==> src/rtl/pakout_ser_pkg.sv <==
// Shared definitions for the packet serializer: output FSM states and the
// derived message/packet sizes.
package pakout_ser_pkg;

  typedef enum logic [1:0] {
    IDLE   = 2'd0,
    LOAD   = 2'd1,
    REQ_HI = 2'd2,
    REQ_LO = 2'd3
  } state_t;

  localparam int PSZ_DEF    = 4;
  localparam int ASZ_DEF    = 6;
  localparam int DSZ_DEF    = 4;
  localparam int RSZ_DEF    = 4;
  localparam int FDEPTH_DEF = 2;

  // MSZ: {src,dst,dat,red}
  function automatic int msg_size(input int asz, input int dsz, input int rsz);
    return 2 * asz + dsz + rsz;
  endfunction

  // TOT_PKS: ceil(MSZ/PSZ)
  function automatic int num_packets(input int msz, input int psz);
    return (msz + psz - 1) / psz;
  endfunction

endpackage

==> src/rtl/pakout_ser_msg_fifo.sv <==
// Message buffer between the input handshake and the packet FSM.
// Pointers carry one extra wrap bit so full and empty are distinguishable.
module msg_fifo
  import pakout_ser_pkg::*;
#(
  parameter int FDEPTH = FDEPTH_DEF,
  parameter int WIDTH  = 20
) (
  input  logic             clk,
  input  logic             reset,
  input  logic             push,
  input  logic [WIDTH-1:0] din,
  input  logic             pop,
  output logic [WIDTH-1:0] dout,
  output logic             full,
  output logic             empty
);

  localparam int AW = $clog2(FDEPTH);

  logic [WIDTH-1:0] mem [FDEPTH];
  logic [AW:0]      wptr;
  logic [AW:0]      rptr;
  logic             do_push;
  logic             do_pop;

  assign do_push = push && !full;
  assign do_pop  = pop && !empty;

  always_ff @(posedge clk) begin
    if (reset) begin
      wptr <= '0;
      rptr <= '0;
    end else begin
      if (do_push) wptr <= wptr + 1'b1;
      if (do_pop)  rptr <= rptr + 1'b1;
    end
  end

  always_ff @(posedge clk) begin
    if (do_push) mem[wptr[AW-1:0]] <= din;
  end

  assign dout  = mem[rptr[AW-1:0]];
  assign empty = (wptr == rptr);
  assign full  = (wptr[AW] != rptr[AW]) && (wptr[AW-1:0] == rptr[AW-1:0]);

endmodule

==> src/rtl/pakout_ser.sv <==
// Message-to-packet serializer: four-phase message input, buffered in a FIFO,
// emitted MSB-first as PSZ-bit packets over a four-phase output handshake.
module pakout_ser
  import pakout_ser_pkg::*;
#(
  parameter int PSZ    = PSZ_DEF,
  parameter int ASZ    = ASZ_DEF,
  parameter int DSZ    = DSZ_DEF,
  parameter int RSZ    = RSZ_DEF,
  parameter int FDEPTH = FDEPTH_DEF
) (
  input  logic           clk,
  input  logic           reset,
  input  logic [ASZ-1:0] i0_src,
  input  logic [ASZ-1:0] i0_dst,
  input  logic [DSZ-1:0] i0_dat,
  input  logic [RSZ-1:0] i0_red,
  input  logic           i0_req,
  output logic           i0_ack,
  output logic [PSZ-1:0] o0_pak,
  output logic           o0_req,
  input  logic           o0_ack
);

  localparam int MSZ     = msg_size(ASZ, DSZ, RSZ);
  localparam int TOT_PKS = num_packets(MSZ, PSZ);
  localparam int PADW    = TOT_PKS * PSZ;
  localparam int CNT_W   = (TOT_PKS > 1) ? $clog2(TOT_PKS) : 1;

  logic             ack_s1;
  logic             ack_s;
  logic [MSZ-1:0]   fifo_din;
  logic [MSZ-1:0]   fifo_dout;
  logic             fifo_full;
  logic             fifo_empty;
  logic             push;
  logic             pop;
  logic [PADW-1:0]  padded;
  logic [PADW-1:0]  shreg;
  logic [CNT_W-1:0] cnt;
  logic             last;
  state_t           state;
  state_t           state_nx;

  assign fifo_din = {i0_src, i0_dst, i0_dat, i0_red};
  assign push     = i0_req && !i0_ack && !fifo_full;
  assign padded   = PADW'(fifo_dout) << (PADW - MSZ);
  assign last     = (cnt == CNT_W'(TOT_PKS - 1));

  always_ff @(posedge clk) begin
    if (reset) begin
      ack_s1 <= 1'b0;
      ack_s  <= 1'b0;
      i0_ack <= 1'b0;
    end else begin
      ack_s1 <= o0_ack;
      ack_s  <= ack_s1;
      if (push)         i0_ack <= 1'b1;
      else if (!i0_req) i0_ack <= 1'b0;
    end
  end

  msg_fifo #(
    .FDEPTH (FDEPTH),
    .WIDTH  (MSZ)
  ) u_fifo (
    .clk   (clk),
    .reset (reset),
    .push  (push),
    .din   (fifo_din),
    .pop   (pop),
    .dout  (fifo_dout),
    .full  (fifo_full),
    .empty (fifo_empty)
  );

  always_ff @(posedge clk) begin
    if (reset) state <= IDLE;
    else       state <= state_nx;
  end

  // The head entry stays in the FIFO until its last packet is acknowledged.
  always_comb begin
    state_nx = state;
    pop      = 1'b0;
    case (state)
      IDLE:    if (!fifo_empty) state_nx = LOAD;
      LOAD:    state_nx = REQ_HI;
      REQ_HI:  if (ack_s) state_nx = REQ_LO;
      REQ_LO: begin
        if (!ack_s) begin
          if (last) begin
            pop      = 1'b1;
            state_nx = IDLE;
          end else begin
            state_nx = LOAD;
          end
        end
      end
      default: state_nx = IDLE;
    endcase
  end

  // o0_pak is loaded on entry to LOAD, so it holds through REQ_HI and REQ_LO.
  always_ff @(posedge clk) begin
    if (reset) begin
      cnt    <= '0;
      shreg  <= '0;
      o0_pak <= '0;
      o0_req <= 1'b0;
    end else begin
      o0_req <= (state_nx == REQ_HI);
      if (state == IDLE && state_nx == LOAD) begin
        cnt    <= '0;
        o0_pak <= padded[PADW-1 -: PSZ];
        shreg  <= padded << PSZ;
      end else if (state == REQ_LO && state_nx == LOAD) begin
        cnt    <= cnt + CNT_W'(1);
        o0_pak <= shreg[PADW-1 -: PSZ];
        shreg  <= shreg << PSZ;
      end
    end
  end

endmodule

==> config.mk <==
export PLATFORM = sky130hd
export DESIGN_NAME = pakout_ser
export DESIGN_NICKNAME = d
export VERILOG_FILES = /design/src/rtl/pakout_ser_pkg.sv /design/src/rtl/pakout_ser_msg_fifo.sv /design/src/rtl/pakout_ser.sv
export SDC_FILE = /design/constraint.sdc
export NUM_CORES = 1
export LEC_CHECK = 0
export CORE_ASPECT_RATIO = 2
export CORE_UTILIZATION = 35
export DETAILED_ROUTE_END_ITERATION = 8
export MAX_ROUTING_LAYER = met4
export SLEW_MARGIN = 15
export SYNTH_ARGS = -nofsm -noshare
export SYNTH_HDL_FRONTEND = slang
export SYNTH_SLANG_ARGS = --single-unit
==> constraint.sdc <==
create_clock -name clk -period 9.24 [get_ports clk]
set_input_delay 2.772 -clock clk [delete_from_list [all_inputs] [get_ports clk]]
set_output_delay 2.772 -clock clk [all_outputs]
set_load 0.1 [all_outputs]
; ---- After elaboration in Yosys (flattened, before gate mapping)
; Memory sizes are Yosys's and may differ from the RTL's. A register that Yosys moved wholly into a read port is not among the register bits.
; Index checks and enable logic that the tools add are counted.
[word_totals]
in_bits = 24
reg_bits = 33
memories = 1
ram_bits = 40
[mem_list]
columns = name, words, word_bits, read_ports, rd_clocked_by_memory_dff, write_ports, line
row1 = u_fifo.mem, 2, 20, 1, 1, 1, pakout_ser_msg_fifo.sv:21  ; logic [WIDTH-1:0] mem [FDEPTH];
[op_classes]
reduce_logical = 13
n_eq_ne = 10
addsub = 3
muxes = 18
[op_table]
columns = op, n
row1 = $mux 20, 2
row2 = $mux 1, 10
row3 = $mux 4, 2
row4 = $pmux 2 s4, 1
row5 = $logic_and 1x1->1, 7
row6 = $eq 2x2->1 const B, 3
row7 = $mux 2, 3
row8 = $add 2x1->2 const B, 2
row9 = $eq 2x1->1 const B, 2
row10 = $add 3x1->3 const B, 1
row11 = $eq 3x3->1 const B, 1
row12 = $logic_not 1->1, 3
row13 = $eq 2x2->1, 1
row14 = $logic_not 2->1, 1
row15 = $ne 2x1->1 const B, 1
row16 = $reduce_bool 2->1, 1
row17 = $reduce_or 2->1, 1
row18 = $eq 1x1->1, 1
row19 = $ne 1x1->1, 1

; ---- Logic depth before layout (Yosys ltp)
; Gate-level depths: netlist of run 1.
[depth]
word_depth = 8
depth_mapped = 7
ltp_nobuf = 6

; ---- Modules after synthesis
; From an unflattened synthesis of run 1, not the netlist that was laid out.
[unflattened]
hier_cells = 235
hier_area_um2 = 3233.1
[by_module_without_submodules]
columns = module, area_per_inst_um2, seq_area_each_um2, cells_each, instances
row1 = msg_fifo, 1720.4, 1301.2, 95, 1
row2 = pakout_ser, 1512.7, 580.6, 140, 1

; ---- Worst setup path before layout of run 1
; No wires, ideal clock.
[synth_path]
kind = input port to flip-flop
start = input port i0_req
end = memory u_fifo.mem[1][0], enable pin
stages = 2
required_ns = 8.807
setup_time_ns = 0.433
t_arrival_ns = 4.515
slack_ns = 4.292
n_path_buf = 0
path_cell_list = nand2b_1 a211oi_1
[synth_between]
elab_chain_len = 5
[synth_rtl]
columns = item, line
row1 = start: declaration, pakout_ser.sv:18  ; input logic i0_req,
row2 = $logic_and 1x1->1 (2 in series), pakout_ser.sv:46  ; assign push = i0_req && !i0_ack && !fifo_full;
row3 = $logic_and 1x1->1, pakout_ser_msg_fifo.sv:27  ; assign do_push = push && !full;
row4 = $mux 1, pakout_ser_msg_fifo.sv:41  ; if (do_push) mem[wptr[AW-1:0]] <= din;
row5 = $mux 1 (not written as such), pakout_ser_msg_fifo.sv:41
row6 = end: declaration, pakout_ser_msg_fifo.sv:21
; Every way passes these cells.

; ---- Worst setup path after layout of run 1
[layout_path]
start = register i0_ack
end = output port i0_ack
[layout_rtl]
columns = item, line
row1 = start: declaration, pakout_ser.sv:19  ; output logic i0_ack,
row2 = start signal: assignment, pakout_ser.sv:54  ; i0_ack <= 1'b0;
row3 = start signal: assignment, pakout_ser.sv:58  ; if (push) i0_ack <= 1'b1;
row4 = start signal: assignment, pakout_ser.sv:59  ; else if (!i0_req) i0_ack <= 1'b0;
; No word-level cell between the ends.

==> qor.tcl, run 1 <==
set qor(rsz_0062_raised_after_global_routing) {false}
set qor(drt_iter0_markers) 82
set qor(setup_tns_ns) 0
set qor(grt_pass1_wl_um) 8780
set qor(antenna_found_initial) 0
set qor(worst_path_clk_slew_ns) 0.06
set qor(post-cts-setup-buffers) 0
set qor(final.period_utilization) 0.494
set qor(p_leak_nw) 1.20
set qor(finalHoldViolations) 0
set qor(status) {completed}
set qor(wire_per_inst_um) 14.7
set qor(clock_sinks) 74
set qor(clock-root-buffer) {clkbuf_16}
set qor(clk_latency_ns) 0.33
set qor(worst_setup_start_kind) {flip-flop}
set qor(final-max-slew-violation-count) 0
set qor(slew_at_the_pin_with_the_worst_max_slew_slack_ns) 0.983
set qor(globalRoute.totalOverflow) 0
set qor(average_instance_area_after_synthesis_um2) 12.5
set qor(cap_violations) 0
set qor(period_needed_ns) 4.57
set qor(start_to_end_type_of_the_worst_setup_path) {reg2out}
set qor(mappedNetlistArea_um2) 2950
set qor(dieHeight_um) 132
set qor(first_pass_iters) 4
set qor(viasPerCell) 5.01
set qor(gr-usage-all-layers) 0.143
set qor(yosysUniqueCellTypes) 34
set qor(critical-path-top-delay-family) {buffers and inverters}
set qor(cts.htree.levels) 3
set qor(cts_buffer_depth) 2
set qor(drt.antenna.violating_nets) 0
set qor(drc) 0
set qor(fin_skew_ns) 0.00711
set qor(dp.cells) 351
set qor(cts_hold_repair.buffers) 0
set qor(postSynth.asyncResetShare) 0
set qor(hold_class) {reg2reg}
set qor(cp.buffers_inverters) 1
set qor(cp-end-kind) {primary output}
set qor(detailedPlacementHpwl_um) 3460
set qor(via_count_of_the_first_global_routing_pass) 1834
set qor(floorplan.rows) 47
set qor(synthFlopType) {edfxtp_1}
set qor(worst_path_largest_cell_delay_ns) 1.13
set qor(core_area_um2) 8230
set qor(flow.area_growth_from_synthesis_pct) 22.4
set qor(syn_nets) 261
set qor(cts_resized) 0
set qor(antenna-diode-count) 0
set qor(gp_congestion) 0.731
set qor(cp_data_arrival_time_ns) 1.79
set qor(max_clock_freq_mhz) 219
set qor(yosysWarnings) 0
set qor(pin_count) 30
set qor(pwr_density_cell_nw_per_um2) 238
set qor(wl_um) 5400
set qor(timing.critical_path.slowest_stage_cell) {clkdlybuf4s50_1}
set qor(grt_start_max_net_pins) 35
set qor(tritoncts.num_buffers) 9
set qor(floorplan.die.width_um) 66.9
set qor(portBuffers) 29
set qor(number_of_register_bits_inferred_by_synthesis) 74
set qor(final_nets) 291
set qor(crit_fanout) 3
set qor(irDropWorstVdd_mv) 0.0974
set qor(initial_core_utilization) 0.358
set qor(fin_cells) 368
set qor(critical_path_required_ns) 6.47
set qor(setup_viol) 0
set qor(postSynthCellCount) 235
set qor(crit_chain) {clkdlybuf4s50_1}
set qor(synth_enable_flop_cells) 40
set qor(cts_tree) {yes}
set qor(overall_die_area_um2) 8820
set qor(vias) 1845
set qor(sequential_to_total_area_share_from_yosys_stat) 0.638
set qor(drive_gt1_frac) 0.148
set qor(relSlewSlack) 0.345
==> area by class of cell <==
class                   instances  area [um2]
clock buffers                   9         225
clock inverters                 7        68.8
multi-input cells             144         972
fillers                       812        4620
repair buffers                 33         328
inverters                       3        11.3
flip-flops and latches         74        1880
well taps                      98         123
==> registers in the layout, summed over array words and instances, names as in the netlist, named ones only <==
signal and count:
ack_s 1, ack_s1 1, cnt 3, i0_ack 1, o0_pak 4, o0_req 1
shreg 16, state 2, u_fifo.mem 40, u_fifo.rptr 2, u_fifo.wptr 2
==> cells in the final DEF, fill, tap and decap left out, types with 3 or more instances in the layout <==
master	netlist	layout
a211oi_2	10	10
a21oi_1	14	14
a22oi_1	4	4
a311oi_1	14	14
buf_4	3	3
clkbuf_16	0	9
clkdlybuf4s50_1	0	29
dfxtp_1	34	34
edfxtp_1	40	40
inv_1	3	3
mux2_2	8	8
nand2_1	33	33
nand3_1	9	9
nor2_1	9	9
nor2b_1	15	15
nor3_1	4	4
xnor2_1	5	5
==> per-stage QoR <==
step / worst slack [ns] / hold slack, ns / total power, mW / instance area [um2] / util
2_1_floorplan: 4.29 / 0.414 / 0.495 / 2950 / -
3_3_place_gp: 4.44 / 0.424 / 0.525 / 3300 / 0.401
3_5_place_dp: 4.43 / 0.438 / 0.527 / 3300 / 0.401
4_1_cts: 4.65 / 0.454 / 0.870 / 3590 / 0.437
5_1_grt: 4.61 / 0.453 / 0.895 / 3610 / 0.438
6_report: 4.67 / 0.446 / 0.858 / 3610 / 0.438
==> cells in the mapped netlist, types with 2 or more instances <==
library cell   n  area (um2)
nand3_1        9        45.0
nand2_1       33         124
ha_1           2        25.0
nor2b_1       15        93.8
a22oi_1        4        30.0
xor2_1         2        17.5
buf_2          4        20.0
nor2_1         9        33.8
a311oi_1      14         123
a21oi_1       14        70.1
nor3_1         4        20.0
xnor2_1        5        43.8
mux2_2         8        90.1
buf_4          3        22.5
inv_1          3        11.3
dfxtp_1       34         681
buf_6          3        33.8
a211oi_1       3        22.5
mux2i_1        2        20.0
a211oi_2      10         125
edfxtp_1      40        1200
clkbuf_1       2        7.51
==> cells by family after synthesis <==
group / share of synthesized area
mux: 0.0373
simple gates: 0.122
buf+inv: 0.0365
compound gates: 0.137
fa+ha+maj: 0.00848
flops: 0.638
xor+xnor: 0.0208
==> layer usage <==
layer | GRT usage | vias to the layer above | wire length [um]
met1 | 0.135 | 887 | 2000
li1 | - | 917 | -
met4 | 0.0898 | 0 | 140
met2 | 0.247 | 31 | 3100
met5 | - | - | 0
met3 | 0.0363 | 10 | 156
==> path summary, 6_finish.rpt <==
kind | startpoint | to | slack [ns] | cells after the start
max | i0_ack | i0_ack | 4.67 | 1
min reg2reg | ack_s1 | ack_s | 0.45 | 1
min | ack_s1 | ack_s | 0.45 | 1
max reg2reg | u_fifo.rptr[0] | u_fifo.mem[0][14] | 7.15 | 3
==> report_power, final <==
part | leakage (nW) | internal, mW | total (mW) | switching (mW)
combinational | 0.403 | 0.0445 | 0.126 | 0.0812
sequential | 0.649 | 0.380 | 0.394 | 0.0136
clock | 0.143 | 0.208 | 0.339 | 0.131
Note: power is estimated with default switching activity, not from simulation.
==> inputs of run 2 (changes only) <==
Clock period 9.24 ns to 4 ns, I/O delays scaled along.
==> qor.tcl, run 2 (synthesis gave the netlist of run 1 again) <==
set qor(status) {completed}
set qor(num-fill-cells) 812 ;# unchanged
set qor(sw_frac_of_total) 0.264 ;# +0.00127
set qor(flow.area_growth_from_synthesis_pct) 22.1
set qor(worst_setup_start_kind) {flip-flop}
set qor(wl_um) 5620 ;# +4.0%
set qor(finalHoldViolations) 0 ;# unchanged
set qor(overall_die_area_um2) 8820 ;# unchanged
set qor(relSlewSlack) 0.357 ;# +0.0126
set qor(total_power_mw) 1.98 ;# +130%
set qor(cp_data_arrival_time_ns) 1.78 ;# about the same
set qor(pin_count) 30 ;# unchanged
set qor(grt_pass1_wl_um) 9270 ;# +5.6%
set qor(timing.critical_path.slowest_stage_cell) {clkdlybuf4s50_1}
set qor(clock-root-buffer) {clkbuf_16}
set qor(cts.htree.levels) 3 ;# unchanged
set qor(finalHoldWorstSlack_ns) 0.444 ;# -0.00203 ns
set qor(period_needed_ns) 2.98
set qor(slew_at_the_pin_with_the_worst_max_slew_slack_ns) 0.961 ;# -0.0219 ns
set qor(gp_congestion) 0.776 ;# +6.1%
set qor(start_to_end_type_of_the_worst_setup_path) {reg2out}
set qor(viasPerCell) 5.12 ;# +2.1%
set qor(critical-path-top-delay-family) {buffers and inverters}
set qor(setup_tns_ns) 0 ;# unchanged
set qor(critical_path_required_ns) 2.80 ;# -3.67 ns
set qor(fin_skew_ns) 0.00539 ;# -0.00172 ns
set qor(floorplan.rows) 47 ;# unchanged
set qor(clk_latency_ns) 0.33 ;# about the same
set qor(pwr_density_cell_nw_per_um2) 551 ;# +130%
set qor(grt_start_max_net_pins) 35 ;# unchanged
set qor(vias) 1884 ;# +2.1%
set qor(via_count_of_the_first_global_routing_pass) 1911 ;# +4.2%
set qor(final-max-slew-violation-count) 0 ;# unchanged
set qor(dieHeight_um) 132 ;# unchanged
set qor(pwr-share-comb) 0.147 ;# about the same
set qor(crit_fanout) 2 ;# -1
set qor(cp.buffers_inverters) 1 ;# unchanged
set qor(gr-usage-all-layers) 0.151 ;# +0.00766
set qor(final_nets) 291 ;# unchanged
set qor(cap_violations) 0 ;# unchanged
set qor(cp-end-kind) {primary output}
set qor(drive_gt1_frac) 0.152 ;# +0.00370
set qor(max_clock_freq_mhz) 335
set qor(clock_sinks) 74 ;# unchanged
set qor(tritoncts.num_buffers) 9 ;# unchanged
set qor(drc) 0 ;# unchanged
set qor(antenna_found_initial) 0 ;# unchanged
set qor(p_clk_frac) 0.395 ;# about the same
set qor(cts_resized) 0 ;# unchanged
set qor(worst_path_clk_slew_ns) 0.06 ;# about the same
set qor(internal_power_consumption_mw) 1.46 ;# +130%
set qor(drt.antenna.violating_nets) 0 ;# unchanged
set qor(setup_viol) 0 ;# unchanged
set qor(largest_register_ff_count) 40 ;# unchanged
set qor(most-common-layout-cells) {40 x edfxtp_1, 34 x dfxtp_1, 33 x nand2_1}
set qor(power_switching_mw) 0.523 ;# +130%
set qor(utilization) 0.437 ;# -0.00122
set qor(cts_tree) {yes}
set qor(rsz_0062_raised_after_global_routing) {false}
set qor(cts_hold_repair.buffers) 0 ;# unchanged
set qor(crit_chain) {clkdlybuf4s50_1}
set qor(antenna-diode-count) 0 ;# unchanged
set qor(seq_power_share) 0.459 ;# about the same
set qor(first_pass_iters) 4 ;# unchanged
set qor(wire_per_inst_um) 15.3 ;# +4.0%
set qor(floorplan.die.width_um) 66.9 ;# unchanged
set qor(detailedPlacementHpwl_um) 3670 ;# +6.1%
set qor(irDropWorstVdd_mv) 0.299 ;# +210%
set qor(cts_buffer_depth) 2 ;# unchanged
set qor(portBuffers) 29 ;# unchanged
set qor(worst_path_largest_cell_delay_ns) 1.13 ;# about the same
set qor(p_leak_nw) 1.20 ;# about the same
set qor(mostFrequentLayoutCell) {edfxtp_1}
set qor(post-cts-setup-buffers) 0 ;# unchanged
set qor(drt_iter0_markers) 89 ;# +8.5%
set qor(initial_core_utilization) 0.358 ;# unchanged
set qor(hold_class) {reg2reg}
set qor(final.period_utilization) 0.746
set qor(globalRoute.totalOverflow) 0 ;# unchanged
set qor(core_area_um2) 8230 ;# unchanged
[run 2: final timing paths]
kind                                startpoint        end  slack [ns]  cells past startpoint
worst max-delay path                 o0_pak[1]  o0_pak[1]        1.02                      1
worst min-delay path                    ack_s1      ack_s        0.44                      1
worst max register to register  u_fifo.rptr[0]  shreg[19]        2.07                      4
worst min register to register          ack_s1      ack_s        0.44                      1
[run 2: layout make-up]
cell class              count  area (um2)  share of cell area
flip-flops and latches     74        1880               0.523
multi-input cells         144         972               0.270
repair buffers             33         318              0.0883
clock buffers               9         225              0.0626
well taps                  98         123              0.0341
clock inverters             7        68.8              0.0191
inverters                   3        11.3             0.00313
[run 2: metal layers]
layer,track usage,part of all wire,vias up
met4,0.105,0.040,0
li1,-,-,928
met3,0.0320,0.023,17
met2,0.249,0.55,33
met5,-,0,-
met1,0.153,0.38,906
[run 2: stage by stage]
step	setup slack [ns]	cells	cell area, um2
finish	1.02	368	3600
detailed placement	1.20	352	3310
global route	0.950	368	3600
global placement	1.25	352	3310
CTS	0.997	368	3600
floorplan	0.624	235	2950
[run 2: power groups by stage]
| stage | Sequential (mW) | Combinational (mW) | Clock, mW |
|---|---|---|---|
| 2_1_floorplan | 0.991 | 0.152 | 0 |
| 3_3_place_gp | 0.923 | 0.288 | 0 |
| 3_5_place_dp | 0.926 | 0.291 | 0 |
| 4_1_cts | 0.911 | 0.294 | 0.799 |
| 5_1_grt | 0.918 | 0.317 | 0.843 |
| 6_report | 0.910 | 0.290 | 0.783 |
